<file path="src/rtl/r16_agu_if.sv">
// r16_agu_if: control/handshake and index bus between the radix-16 AGU and its consumers.
// The intt input exists only when R16_AGU_INTT_EN is defined.
interface r16_agu_if #(
    parameter int STAGES = 3
);
    localparam int MA_W = 4 * (STAGES - 1);
    localparam int SW   = (STAGES > 1) ? $clog2(STAGES) : 1;

    logic                 start;
    logic                 stall;
`ifdef R16_AGU_INTT_EN
    logic                 intt;
`endif
    logic [16*MA_W-1:0]   ma_idx;
    logic [63:0]          bn_idx;
    logic                 ntt_enable;
    logic [SW-1:0]        stage_idx;
    logic                 busy;
    logic                 ntt_done;

`ifdef R16_AGU_INTT_EN
    modport master (
        input  start, stall, intt,
        output ma_idx, bn_idx, ntt_enable, stage_idx, busy, ntt_done
    );
    modport slave (
        output start, stall, intt,
        input  ma_idx, bn_idx, ntt_enable, stage_idx, busy, ntt_done
    );
`else
    modport master (
        input  start, stall,
        output ma_idx, bn_idx, ntt_enable, stage_idx, busy, ntt_done
    );
    modport slave (
        output start, stall,
        input  ma_idx, bn_idx, ntt_enable, stage_idx, busy, ntt_done
    );
`endif
endinterface

</file>
<file path="src/rtl/r16_agu.sv">
// r16_agu: radix-16 NTT address generator issuing 16 conflict-free MA/BN lanes per cycle.
// Define R16_AGU_INTT_EN to add the intt input selecting ascending (inverse) digit order.
module r16_agu #(
    parameter int STAGES   = 3,
    parameter int GAP_CYC  = 12,
    parameter int PIPE_LAT = 12
) (
    input logic       clk,
    input logic       rst,
    r16_agu_if.master bus
);
    localparam int MA_W  = 4 * (STAGES - 1);
    localparam int IDX_W = 4 * STAGES;
    localparam int SW    = (STAGES > 1) ? $clog2(STAGES) : 1;
    localparam int CNT_W = 16;
    localparam int J_MAX = (1 << MA_W) - 1;
    localparam logic [MA_W-1:0] J_LAST = MA_W'(J_MAX);
    localparam logic [SW-1:0]   S_LAST = SW'(STAGES - 1);

    typedef enum logic [1:0] {IDLE, RUN, GAP, DRAIN} state_t;

    state_t             state, state_n;
    logic [SW-1:0]      s, s_n;
    logic [MA_W-1:0]    j, j_n;
    logic [CNT_W-1:0]   cnt, cnt_n;
    logic               dir, dir_n;
    logic               issue, done_n;

    logic [16*MA_W-1:0] ma_q, issue_ma;
    logic [63:0]        bn_q, issue_bn;
    logic [SW-1:0]      stage_q;
    logic               en_q, done_q;

    int                 dig_pos;
    logic [IDX_W-1:0]   jx, low_mask, idx;
    logic [3:0]         digit_sum;

    // Lane k's element index is j with k spliced in as base-16 digit dig_pos;
    // the bank is the digit sum mod 16, which makes the 16 lanes hit distinct banks.
    always_comb begin
        issue_ma  = '0;
        issue_bn  = '0;
        idx       = '0;
        digit_sum = '0;
        jx        = IDX_W'(j);
        dig_pos   = dir ? int'(s) : (STAGES - 1 - int'(s));
        low_mask  = (IDX_W'(1) << (4 * dig_pos)) - IDX_W'(1);
        for (int k = 0; k < 16; k++) begin
            idx = (jx & low_mask) | (IDX_W'(k) << (4 * dig_pos)) | ((jx & ~low_mask) << 4);
            digit_sum = '0;
            for (int d = 0; d < STAGES; d++) begin
                digit_sum = digit_sum + idx[4*d +: 4];
            end
            issue_ma[k*MA_W +: MA_W] = idx[IDX_W-1:4];
            issue_bn[k*4 +: 4]       = digit_sum;
        end
    end

    always_comb begin
        state_n = state;
        s_n     = s;
        j_n     = j;
        cnt_n   = cnt;
        dir_n   = dir;
        issue   = 1'b0;
        done_n  = 1'b0;
        case (state)
            IDLE: begin
                if (bus.start) begin
                    state_n = RUN;
                    s_n     = '0;
                    j_n     = '0;
                    cnt_n   = '0;
`ifdef R16_AGU_INTT_EN
                    dir_n   = bus.intt;
`else
                    dir_n   = 1'b0;
`endif
                end
            end
            RUN: begin
                if (!bus.stall) begin
                    issue = 1'b1;
                    if (j != J_LAST) begin
                        j_n = j + 1'b1;
                    end else if (s != S_LAST) begin
                        j_n     = '0;
                        s_n     = s + 1'b1;
                        cnt_n   = '0;
                        state_n = (GAP_CYC == 0) ? RUN : GAP;
                    end else begin
                        cnt_n = '0;
                        if (PIPE_LAT == 0) begin
                            state_n = IDLE;
                            done_n  = 1'b1;
                        end else begin
                            state_n = DRAIN;
                        end
                    end
                end
            end
            GAP: begin
                if (cnt == CNT_W'(GAP_CYC - 1)) begin
                    state_n = RUN;
                    cnt_n   = '0;
                end else begin
                    cnt_n = cnt + 1'b1;
                end
            end
            DRAIN: begin
                if (cnt == CNT_W'(PIPE_LAT - 1)) begin
                    state_n = IDLE;
                    cnt_n   = '0;
                    done_n  = 1'b1;
                end else begin
                    cnt_n = cnt + 1'b1;
                end
            end
            default: state_n = IDLE;
        endcase
    end

    // Index outputs only update on an issue so a stalled butterfly stays on the bus.
    always_ff @(posedge clk) begin
        if (rst) begin
            state   <= IDLE;
            s       <= '0;
            j       <= '0;
            cnt     <= '0;
            dir     <= 1'b0;
            ma_q    <= '0;
            bn_q    <= '0;
            stage_q <= '0;
            en_q    <= 1'b0;
            done_q  <= 1'b0;
        end else begin
            state  <= state_n;
            s      <= s_n;
            j      <= j_n;
            cnt    <= cnt_n;
            dir    <= dir_n;
            en_q   <= issue;
            done_q <= done_n;
            if (issue) begin
                ma_q    <= issue_ma;
                bn_q    <= issue_bn;
                stage_q <= s;
            end
        end
    end

    assign bus.ma_idx     = ma_q;
    assign bus.bn_idx     = bn_q;
    assign bus.ntt_enable = en_q;
    assign bus.stage_idx  = stage_q;
    assign bus.ntt_done   = done_q;
    assign bus.busy       = (state != IDLE);
endmodule

</file>
<file path="src/flat_wrapper.sv">
// flat-port wrapper written by rule: the top's interface ports become plain ports
module r16_agu_flat 
#(
    parameter int STAGES   = 3,
    parameter int GAP_CYC  = 12,
    parameter int PIPE_LAT = 12
)
  (clk, rst, bus_start, bus_stall, bus_ma_idx, bus_bn_idx, bus_ntt_enable, bus_stage_idx, bus_busy, bus_ntt_done);
  r16_agu_if #(.STAGES(STAGES)) bus_i ();
  input logic clk;
  input logic rst;
  input wire logic [$bits(bus_i.start)-1:0] bus_start;
  input wire logic [$bits(bus_i.stall)-1:0] bus_stall;
  output wire logic [$bits(bus_i.ma_idx)-1:0] bus_ma_idx;
  output wire logic [$bits(bus_i.bn_idx)-1:0] bus_bn_idx;
  output wire logic [$bits(bus_i.ntt_enable)-1:0] bus_ntt_enable;
  output wire logic [$bits(bus_i.stage_idx)-1:0] bus_stage_idx;
  output wire logic [$bits(bus_i.busy)-1:0] bus_busy;
  output wire logic [$bits(bus_i.ntt_done)-1:0] bus_ntt_done;
  assign bus_i.start = bus_start;
  assign bus_i.stall = bus_stall;
  assign bus_ma_idx = bus_i.ma_idx;
  assign bus_bn_idx = bus_i.bn_idx;
  assign bus_ntt_enable = bus_i.ntt_enable;
  assign bus_stage_idx = bus_i.stage_idx;
  assign bus_busy = bus_i.busy;
  assign bus_ntt_done = bus_i.ntt_done;
  r16_agu #(.STAGES(STAGES), .GAP_CYC(GAP_CYC), .PIPE_LAT(PIPE_LAT)) u_core (.clk(clk), .rst(rst), .bus(bus_i));
endmodule
</file>
<file path="config.mk">
export PLATFORM = sky130hd
export DESIGN_NAME = r16_agu_flat
export DESIGN_NICKNAME = d
export VERILOG_FILES = /design/src/rtl/r16_agu_if.sv /design/src/rtl/r16_agu.sv /design/src/flat_wrapper.sv
export SDC_FILE = /design/constraint.sdc
export NUM_CORES = 1
export LEC_CHECK = 0
export BUFFER_PORTS_ARGS = -buffer_cell sky130_fd_sc_hd__buf_2
export CAP_MARGIN = 15
export CORE_MARGIN = 3
export CORE_UTILIZATION = 40
export CTS_BUF_LIST = sky130_fd_sc_hd__clkbuf_16
export DETAILED_ROUTE_END_ITERATION = 8
export HOLD_SLACK_MARGIN = 0.1
export PLACE_DENSITY = 0.67
export SLEW_MARGIN = 15
export SYNTH_ARGS = -nofsm -noshare
export SYNTH_HDL_FRONTEND = slang
export SYNTH_SLANG_ARGS = --single-unit
</file>
<file path="constraint.sdc">
create_clock -name clk -period 3.95 [get_ports clk]
set_clock_uncertainty 0.2 [all_clocks]
set_input_delay 0.79 -clock clk [delete_from_list [all_inputs] [get_ports clk]]
set_output_delay 0.79 -clock clk [all_outputs]
set_load 0.02 [all_outputs]
</file>
After elaboration in Yosys (flattened, before gate mapping)
Cells that the tools add are included.

storage, ports and cells
  bits in registers = 224
  input port bits = 4
  output and inout bits = 197
  word-level logic and storage cells = 145

operators by class
  reductions and logical operators = 9
  bitwise logic cells = 36
  $add $sub $neg = 37
  equal/unequal tests = 13
  shifts and indexed selects = 16
  mux-type cells = 25

operator list
  operator                                                                 count
  12-bit bitwise OR                                                        32
  4-bit by 32-bit << shifter with 12-bit output, first input constant      8
  4-bit adder                                                              32
  3-bit by 32-bit << shifter with 12-bit output, first input constant      4
  16-bit two-way mux                                                       4
  1-bit by 32-bit << shifter with 12-bit output, first input constant      2
  2-bit by 32-bit << shifter with 12-bit output, first input constant      2
  16-bit case mux with 3 select lines                                      1
  8-bit two-way mux                                                        4
  2-bit two-way mux                                                        9
  16-bit by 1-bit adder with 16-bit output, second input constant          1
  16-bit by 4-bit == test with 1-bit output, second input constant         1
  8-bit case mux with 2 select lines                                       1
  8-bit by 12-bit bitwise AND with 12-bit output                           1
  12-bit by 2-bit subtractor with 12-bit output, second input constant     1
  5-bit AND reduction                                                      2
  8-bit by 1-bit adder with 8-bit output, second input constant            1
  8-bit bitwise AND                                                        1
  2-bit inequality test, second input constant                             4
  8-bit inequality test, second input constant                             1
  8-bit NOT                                                                1
  2-bit case mux with 4 select lines                                       1
  2-bit by 1-bit inequality test with 1-bit output, second input constant  3
  2-bit == test, second input constant                                     2
  other kinds (12)                                                         17

Depth between registers and ports, before layout
Gate-level depths: netlist of run 1.

  depth in word-level cells = 8
  gate-level depth with buffers = 12
  depth with buffers taken out = 11

Least setup slack after synthesis of run 1
OpenSTA, ideal clock, no wires.

  path kind = flip-flop to flip-flop
  start = register u_core.s[1]
  end = register u_core.bn_q[51] (netlist: u_core.bus.bn_idx[51])
  cell stages (with the launch flop) = 13
  path buffers = 1
  data required time = 3.671 ns
  period minus slack after synthesis = 3.298 ns
  data arrival time = 3.018 ns
  slack = 0.652 ns
  library setup time = 0.079 ns
  path through = dfxtp_1 > inv_1 > ha_1 > clkbuf_1 > inv_1 > a22oi_1 > nand2_1 > fa_1 > inv_1 > fa_1 > xnor2_1 > xnor2_1 > a211oi_2

on the way
  word-level cells in the longest chain between the ends = 8
  elaborated cells on any way between the ends = 11
  classes of those cells = add/sub (4); shift (2); bitwise (5)

RTL lines
  what                                                                         line            RTL
  start: declaration                                                           r16_agu.sv:23   logic [SW-1:0] s, s_n;
  start signal: assignment                                                     r16_agu.sv:138  s <= s_n;
  2-bit by 2-bit subtractor with 3-bit output *                                r16_agu.sv:46   dig_pos = dir ? int'(s) : (STAGES - 1 - int'(s));
  1-bit by 32-bit << shifter with 12-bit output                                r16_agu.sv:47   low_mask = (IDX_W'(1) << (4 * dig_pos)) - IDX_W'(1);
  12-bit by 2-bit subtractor with 12-bit output                                r16_agu.sv:47
  8-bit by 12-bit bitwise AND with 12-bit output or 8-bit NOT (tied branches)  r16_agu.sv:49   idx = (jx & low_mask) | (IDX_W'(k) << (4 * dig_pos)) | ((jx & ~low_mask) << 4);
  12-bit bitwise OR or 8-bit bitwise AND (tied branches)                       r16_agu.sv:49
  12-bit bitwise OR *                                                          r16_agu.sv:49
  4-bit adder                                                                  r16_agu.sv:52   digit_sum = digit_sum + idx[4*d +: 4];
  4-bit adder *                                                                r16_agu.sv:52
  end signal: assignment                                                       r16_agu.sv:146  bn_q <= issue_bn;
  end: declaration                                                             r16_agu.sv:30   logic [63:0] bn_q, issue_bn;

Every way passes the cells marked *; elsewhere a longest branch is shown, timed or not.
A chain may end at the register's enable or synchronous reset.

Final worst setup path of run 1
  start = register u_core.s[0]
  end = register u_core.bn_q[47] (netlist: u_core.bus.bn_idx[47])

The elaborated chain is that of the path after synthesis.

==> results.ini, run 1 <==
[drt]
ant_nets=0
drc=0
wl_per_cell_um=13.66
vias=3977
drt_pre_antenna_iters=4
first_iter_violations=197
routed_wl_um=11420
viasPerCell=4.757

[clock_tree]
ctsLongestPathBuffers=2
cts_sinks=78
cts-root-buf=clkbuf_16
cts_tree=yes
post_cts_buffers=0
cts_hold_buf=0
cts_resized=0
clkLatencyLatePin_ns=0.34
cts_buffers=9
h-tree-depth=3
clk_pin_slew_worst_paths_ns=0.06

[final_layout]
nFillCells=1302
final_cell_mix=buf_2, dfxtp_1, nor2_1, nand2_1, a21oi_1
mostFrequentLayoutCell=buf_2
areaGrowthSynthToFinish_pct=3.573
num-nets-final=688
drive_above_1_share_pct=35.99
diodes=0
stdcell_area_um2=5440

[power]
seqPwrFrac_pct=39.8
p_sw_share_pct=32.89
irDropWorstVdd_uv=193.8
p_int_uw=1473
p_sw_uw=721.9
p_total_uw=2195
clkPwrFrac_pct=36.5
powerDensity_nw_per_um2=403.5
combPwrFrac_pct=23.6
p_leak_uw=0.002588

[sta]
tightest_slew_ns=0.8983
final.setup.tns_ns=0
slew_viol_final=0
slew_headroom_pct=40.11
period_minus_slack_ns=3.537
setup_viol=0
hold_viol=0
fin_hold_ws_ns=0.2584
timing.fmax_mhz=282.8
fin_crit_sh_pct=89.54
rsz0062_at_grt=false

[critical_path]
r2r_start=u_core.s[0]$_SDFFE_PP0P_
r2r_setup_slack_ns=0.41
slowest_stage=ha_1
worst_path_most_repeated_cell=inv_1
cp.arrival_ns=3.59
path_class=register to register
crit_path_max_incr_delay_ns=0.54
worst-path-max-fanout=14
ff2ff_path_depth=11
cp-start-kind=register
path_cells=inv_1, ha_1, inv_1, a221oi_1, fa_1, inv_1, ha_1, a21oi_1, xnor2_1, xnor2_1, a211oi_2
r2r-end=u_core.bus.bn_idx[47]$_SDFFE_PP0P_
critPathRequiredTime_ns=4.00
path_buf_inv=3
critical-path-top-delay-family=adder cells
cp-end-kind=register
cp.depth=11

[global_route]
busiest_layer=met2
grt_max_degree=55
grt_use_met1_pct=19.50
overflow=0
met3_usage_pct=3.742
track_usage_pct=15.13
grtUsageMet2_pct=25.29
grt_pass1_wl_um=17950
antenna_found_initial=0
grt_pass1_vias=3414

[placed_design]
port_buffers=200
place_area_um2=5150
hpwl_um=8298
place_congestion=0.8571

[synthesis]
synth.cell_area_um2=5253
syn_area_per_cell_um2=8.418
synthDistinctLibCells=50
synthArstFlopShare_pct=0
synth_flop_cell=dfxtp_1
synth.top_cells.by_area=dfxtp_1, buf_4, ha_1
synth_top_area_cell=dfxtp_1
synth-seq-area-share_pct=29.73
yosys_warnings=0
synth_edf_count=0
syn_inst=624
synth_top_area_share_pct=29.73
synth-seq-cells=78
synth_nets=653

[die]
ios=201
core-area_um2=12720
initial_utilization_pct=41.29
die_height_um=120.6
die_w_um=120.6
dieArea_um2=14540
std_cell_rows=41

[run]
drv_cap=0

[hold_path]
min_from=u_core.bus.bn_idx[27]$_SDFFE_PP0P_
hp-class=register to register
hold-path-cell-count=2
hold_path_end=u_core.bus.bn_idx[27]$_SDFFE_PP0P_

[run_status]
status=finished, final reports clean

==> worst min-delay path, stage by stage, from the launching register on <==
cell,delay [ns]
dfxtp_1,0.31
nand2_1,0.05
a21oi_1,0.05
==> final cells by class <==
class	count	area (um2)	area share [%]
clock buffer	9	225.2	4.140
multi-input combinational	356	2305	42.36
clock inverter	7	65.06	1.196
tap	172	215.2	3.956
inverter	10	37.54	0.6900
sequential	78	1562	28.70
timing repair buffer	204	1031	18.95
==> registers in the layout, summed over array words and instances (netlist names) <==
signal / flops
u_core.bus.bn_idx: 30
u_core.bus.ma_idx: 16
u_core.cnt: 16
u_core.j: 8
u_core.bus.stage_idx: 2
u_core.s: 2
u_core.state: 2
u_core.bus.ntt_done: 1
u_core.bus.ntt_enable: 1
==> layer usage <==
layer	up-vias	wire length [um]
met5	-	0
met4	0	159
met3	12	767
met2	144	5403
met1	1800	5088
li1	2021	-
==> cells by family (layout without fill, tap and decap cells) <==
group | after synthesis | after routing | synth area share (%)
buf+inv | 190 | 230 | 26.49
compound gates | 114 | 114 | 14.82
mux | 2 | 2 | 0.4049
flops | 78 | 78 | 29.73
fa+ha+maj | 25 | 25 | 6.670
xor+xnor | 41 | 41 | 6.837
simple gates | 174 | 174 | 15.06
==> metrics by stage <==
stage / cells / setup slack [ns] / util, %
after floorplan: 624 / 0.6523 / -
after global placement: 820 / 0.5602 / 40.48
after detailed placement: 820 / 0.4793 / 40.48
after CTS: 836 / 0.3713 / 42.76
after global routing: 836 / 0.1175 / 42.76
final: 836 / 0.4133 / 42.76
==> cells in the mapped netlist, drive strengths merged (4+ instances only) <==
cell type,count
buf,159
dfxtp,78
nor2,61
nand2,55
a21oi,49
a211oi,30
xnor2,24
clkbuf,21
ha,20
xor2,17
nand3,12
inv,10
nor3,10
o21ai,9
and3,6
nand4,6
or2,6
a21o,5
a31oi,5
fa,5
nand3b,5
a22oi,4
==> how the worst max path moves through the flow <==
| stage | startpoint | end |
|---|---|---|
| after floorplan | u_core.s[1]$_SDFFE_PP0P_ | u_core.bus.bn_idx[51]$_SDFFE_PP0P_ |
| after global placement | u_core.s[1]$_SDFFE_PP0P_ | u_core.bus.bn_idx[47]$_SDFFE_PP0P_ |
| after detailed placement | u_core.s[0]$_SDFFE_PP0P_ | u_core.bus.bn_idx[63]$_SDFFE_PP0P_ |
| after CTS | u_core.s[0]$_SDFFE_PP0P_ | u_core.bus.bn_idx[47]$_SDFFE_PP0P_ |
| after global routing | u_core.s[1]$_SDFFE_PP0P_ | u_core.bus.bn_idx[31]$_SDFFE_PP0P_ |
| final | u_core.s[0]$_SDFFE_PP0P_ | u_core.bus.bn_idx[47]$_SDFFE_PP0P_ |
==> power by group through the flow <==
| stage | logic, uW | clock network [uW] | registers, uW |
|---|---|---|---|
| after global routing | 561 | 855 | 886 |
| after detailed placement | 523 | 0 | 895 |
| after CTS | 525 | 824 | 878 |
| final | 519 | 802 | 875 |
| after global placement | 524 | 0 | 893 |
| after floorplan | 466 | 0 | 925 |
(Power assumes the default switching activity.)
==> run 2, diff against run 1 <==
- clock period: 3.95 -> 3.7 ns (I/O delays scaled with it)
==> run 2 against run 1 <==
Flip-flop and latch count stayed put; first-iteration DRC count rose by 3.0%; cell count stayed put; largest cell class unchanged.
==> results.ini, run 2 (synthesis gave the netlist of run 1 again) <==
[clock_tree]
cts_resized=0  ; unchanged
cts_hold_buf=0  ; unchanged
cts_tree=yes  ; unchanged
clk_pin_slew_worst_paths_ns=0.06  ; about the same
h-tree-depth=3  ; unchanged
cts-root-buf=clkbuf_16  ; unchanged
clkLatencyLatePin_ns=0.35  ; was 0.34 ns
post_cts_buffers=0  ; unchanged
ctsLongestPathBuffers=2  ; unchanged
cts_buffers=9  ; unchanged
cts_sinks=78  ; unchanged

[critical_path]
r2r_start=u_core.s[0]$_SDFFE_PP0P_  ; unchanged
critical-path-top-delay-family=adder cells  ; unchanged
cp-end-kind=register  ; unchanged
path_cells=inv_1, ha_1, a22oi_1, nand2_1, fa_1, ha_1, a21oi_1, xnor2_1, xnor2_1, a211oi_2  ; was inv_1, ha_1, inv_1, a221oi_1, fa_1, inv_1, ha_1, a21oi_1, xnor2_1, xnor2_1, a211oi_2
cp.arrival_ns=3.25  ; was 3.59 ns
r2r-end=u_core.bus.bn_idx[59]$_SDFFE_PP0P_  ; was u_core.bus.bn_idx[47]$_SDFFE_PP0P_
cp-start-kind=register  ; unchanged
startpoint=u_core.s[0]$_SDFFE_PP0P_  ; unchanged
worst-path-max-fanout=17  ; was 14
path_buf_inv=1  ; was 3
ff2ff_path_depth=10  ; was 11
path_class=register to register  ; unchanged
r2r_setup_slack_ns=0.44  ; was 0.41 ns
crit_path_max_incr_delay_ns=0.52  ; was 0.54 ns
critPathRequiredTime_ns=3.69  ; was 4.00 ns
slowest_stage=ha_1  ; unchanged

[die]
die_w_um=120.6  ; unchanged
die_height_um=120.6  ; unchanged
core-area_um2=12720  ; unchanged
initial_utilization_pct=41.29  ; unchanged
dieArea_um2=14540  ; unchanged
ios=201  ; unchanged
std_cell_rows=41  ; unchanged

[placed_design]
hpwl_um=8279  ; was 8298 um
place_congestion=0.8074  ; was 0.8571
port_buffers=200  ; unchanged
dpl.cell_count=820  ; unchanged
post-place-ws_ns=0.4863  ; was 0.4793 ns

[global_route]
grt_pass1_vias=3390  ; was 3414
grt_max_degree=43  ; was 55
track_usage_pct=14.99  ; was 15.13%
busiest_layer=met2  ; unchanged
met3_usage_pct=5.519  ; was 3.742%
grtUsageMet2_pct=23.30  ; was 25.29%
antenna_found_initial=0  ; unchanged
overflow=0  ; unchanged
grt_use_met1_pct=19.97  ; was 19.50%
grt_pass1_wl_um=17650  ; was 17950 um

[sta]
rsz0062_at_grt=false  ; unchanged
fin_hold_ws_ns=0.2573  ; was 0.2584 ns
period_minus_slack_ns=3.255  ; was 3.537 ns
tightest_slew_ns=0.8250  ; was 0.8983 ns
hold_viol=0  ; unchanged
setup_ws_ns=0.4445  ; was 0.4133 ns
setup_viol=0  ; unchanged
timing.fmax_mhz=307.2  ; was 282.8 MHz
fin_crit_sh_pct=87.99  ; was 89.54%
slew_viol_final=0  ; unchanged
final.setup.tns_ns=0  ; unchanged
slew_headroom_pct=45.00  ; was 40.11%

[drt]
routed_wl_um=11270  ; was 11420 um
wl_per_cell_um=13.48  ; was 13.66 um
ant_nets=0  ; unchanged
drt_pre_antenna_iters=4  ; unchanged
first_iter_violations=203  ; was 197
drc=0  ; unchanged
vias=3966  ; was 3977
viasPerCell=4.744  ; was 4.757

[final_layout]
largest_reg_flops=30  ; unchanged
drive_above_1_share_pct=35.99  ; unchanged
num-nets-final=688  ; unchanged
final_cell_mix=buf_2, dfxtp_1, nor2_1, nand2_1, a21oi_1  ; unchanged
stdcell_count=836  ; unchanged
areaGrowthSynthToFinish_pct=3.597  ; was 3.573%
diodes=0  ; unchanged
mostFrequentLayoutCell=buf_2  ; unchanged

[run]
drv_cap=0  ; unchanged

[hold_path]
min_from=u_core.bus.bn_idx[31]$_SDFFE_PP0P_  ; was u_core.bus.bn_idx[27]$_SDFFE_PP0P_
hold_path_end=u_core.bus.bn_idx[31]$_SDFFE_PP0P_  ; was u_core.bus.bn_idx[27]$_SDFFE_PP0P_
hp-class=register to register  ; unchanged
hold-path-cell-count=2  ; unchanged

[power]
irDropWorstVdd_uv=336.9  ; was 193.8 uV
p_leak_uw=0.002590  ; was 0.002588 uW
p_total_uw=2279  ; was 2195 uW
powerDensity_nw_per_um2=418.8  ; was 403.5 nW/um2

[run_status]
status=finished, final reports clean  ; unchanged

-- run 2: changes by cell type in the layout (fill, tap and decap cells not counted), sizes merged --
cell / before / now
clkinv: 3 / 5
bufinv: 1 / 0
clkinvlp: 3 / 2
-- run 2: report_power, final --
group	total [uW]	internal, uW	switching, uW
combinational	559	179	381
sequential	934	883	51.8
clock	785	447	338
total	2280	1510	771
-- run 2: worst min-delay path, cell delays in order, from the launching register on --
cell,delay [ns]
dfxtp_1,0.31
nand2_1,0.05
a21oi_1,0.05
-- run 2: through the flow --
stage	util [%]	area (um2)
global route	42.77	5441
detailed placement	40.68	5175
CTS	42.77	5441
global placement	40.68	5175
finish	42.77	5441
floorplan	-	5253
-- run 2: cell type report --
cell class | instances | area [um2]
Timing Repair Buffer | 204 | 1056
Clock buffer | 9 | 225.2
Sequential cell | 78 | 1562
Inverter | 10 | 37.54
Multi-Input combinational cell | 356 | 2305
Fill cell | 1303 | 7281
Tap cell | 172 | 215.2
Clock inverter | 7 | 41.29
-- run 2: how the worst max path moves through the flow --
| stage | end | slack [ns] | cells after the start |
|---|---|---|---|
| finish | u_core.bus.bn_idx[59]$_SDFFE_PP0P_ | 0.44 | 10 |
| global route | u_core.bus.bn_idx[59]$_SDFFE_PP0P_ | 0.20 | 10 |
| floorplan | u_core.bus.bn_idx[51]$_SDFFE_PP0P_ | 0.40 | 12 |
| global placement | u_core.bus.bn_idx[59]$_SDFFE_PP0P_ | 0.57 | 10 |
| CTS | u_core.bus.bn_idx[59]$_SDFFE_PP0P_ | 0.47 | 10 |
| detailed placement | u_core.bus.bn_idx[59]$_SDFFE_PP0P_ | 0.49 | 11 |
-- run 2: layer usage --
metal | share of wire, % | vias up | wire [um]
met4 | 0.96 | 0 | 108
met5 | 0 | - | 0
met3 | 8.1 | 12 | 918
met1 | 46 | 1797 | 5141
met2 | 45 | 136 | 5104
li1 | - | 2021 | -
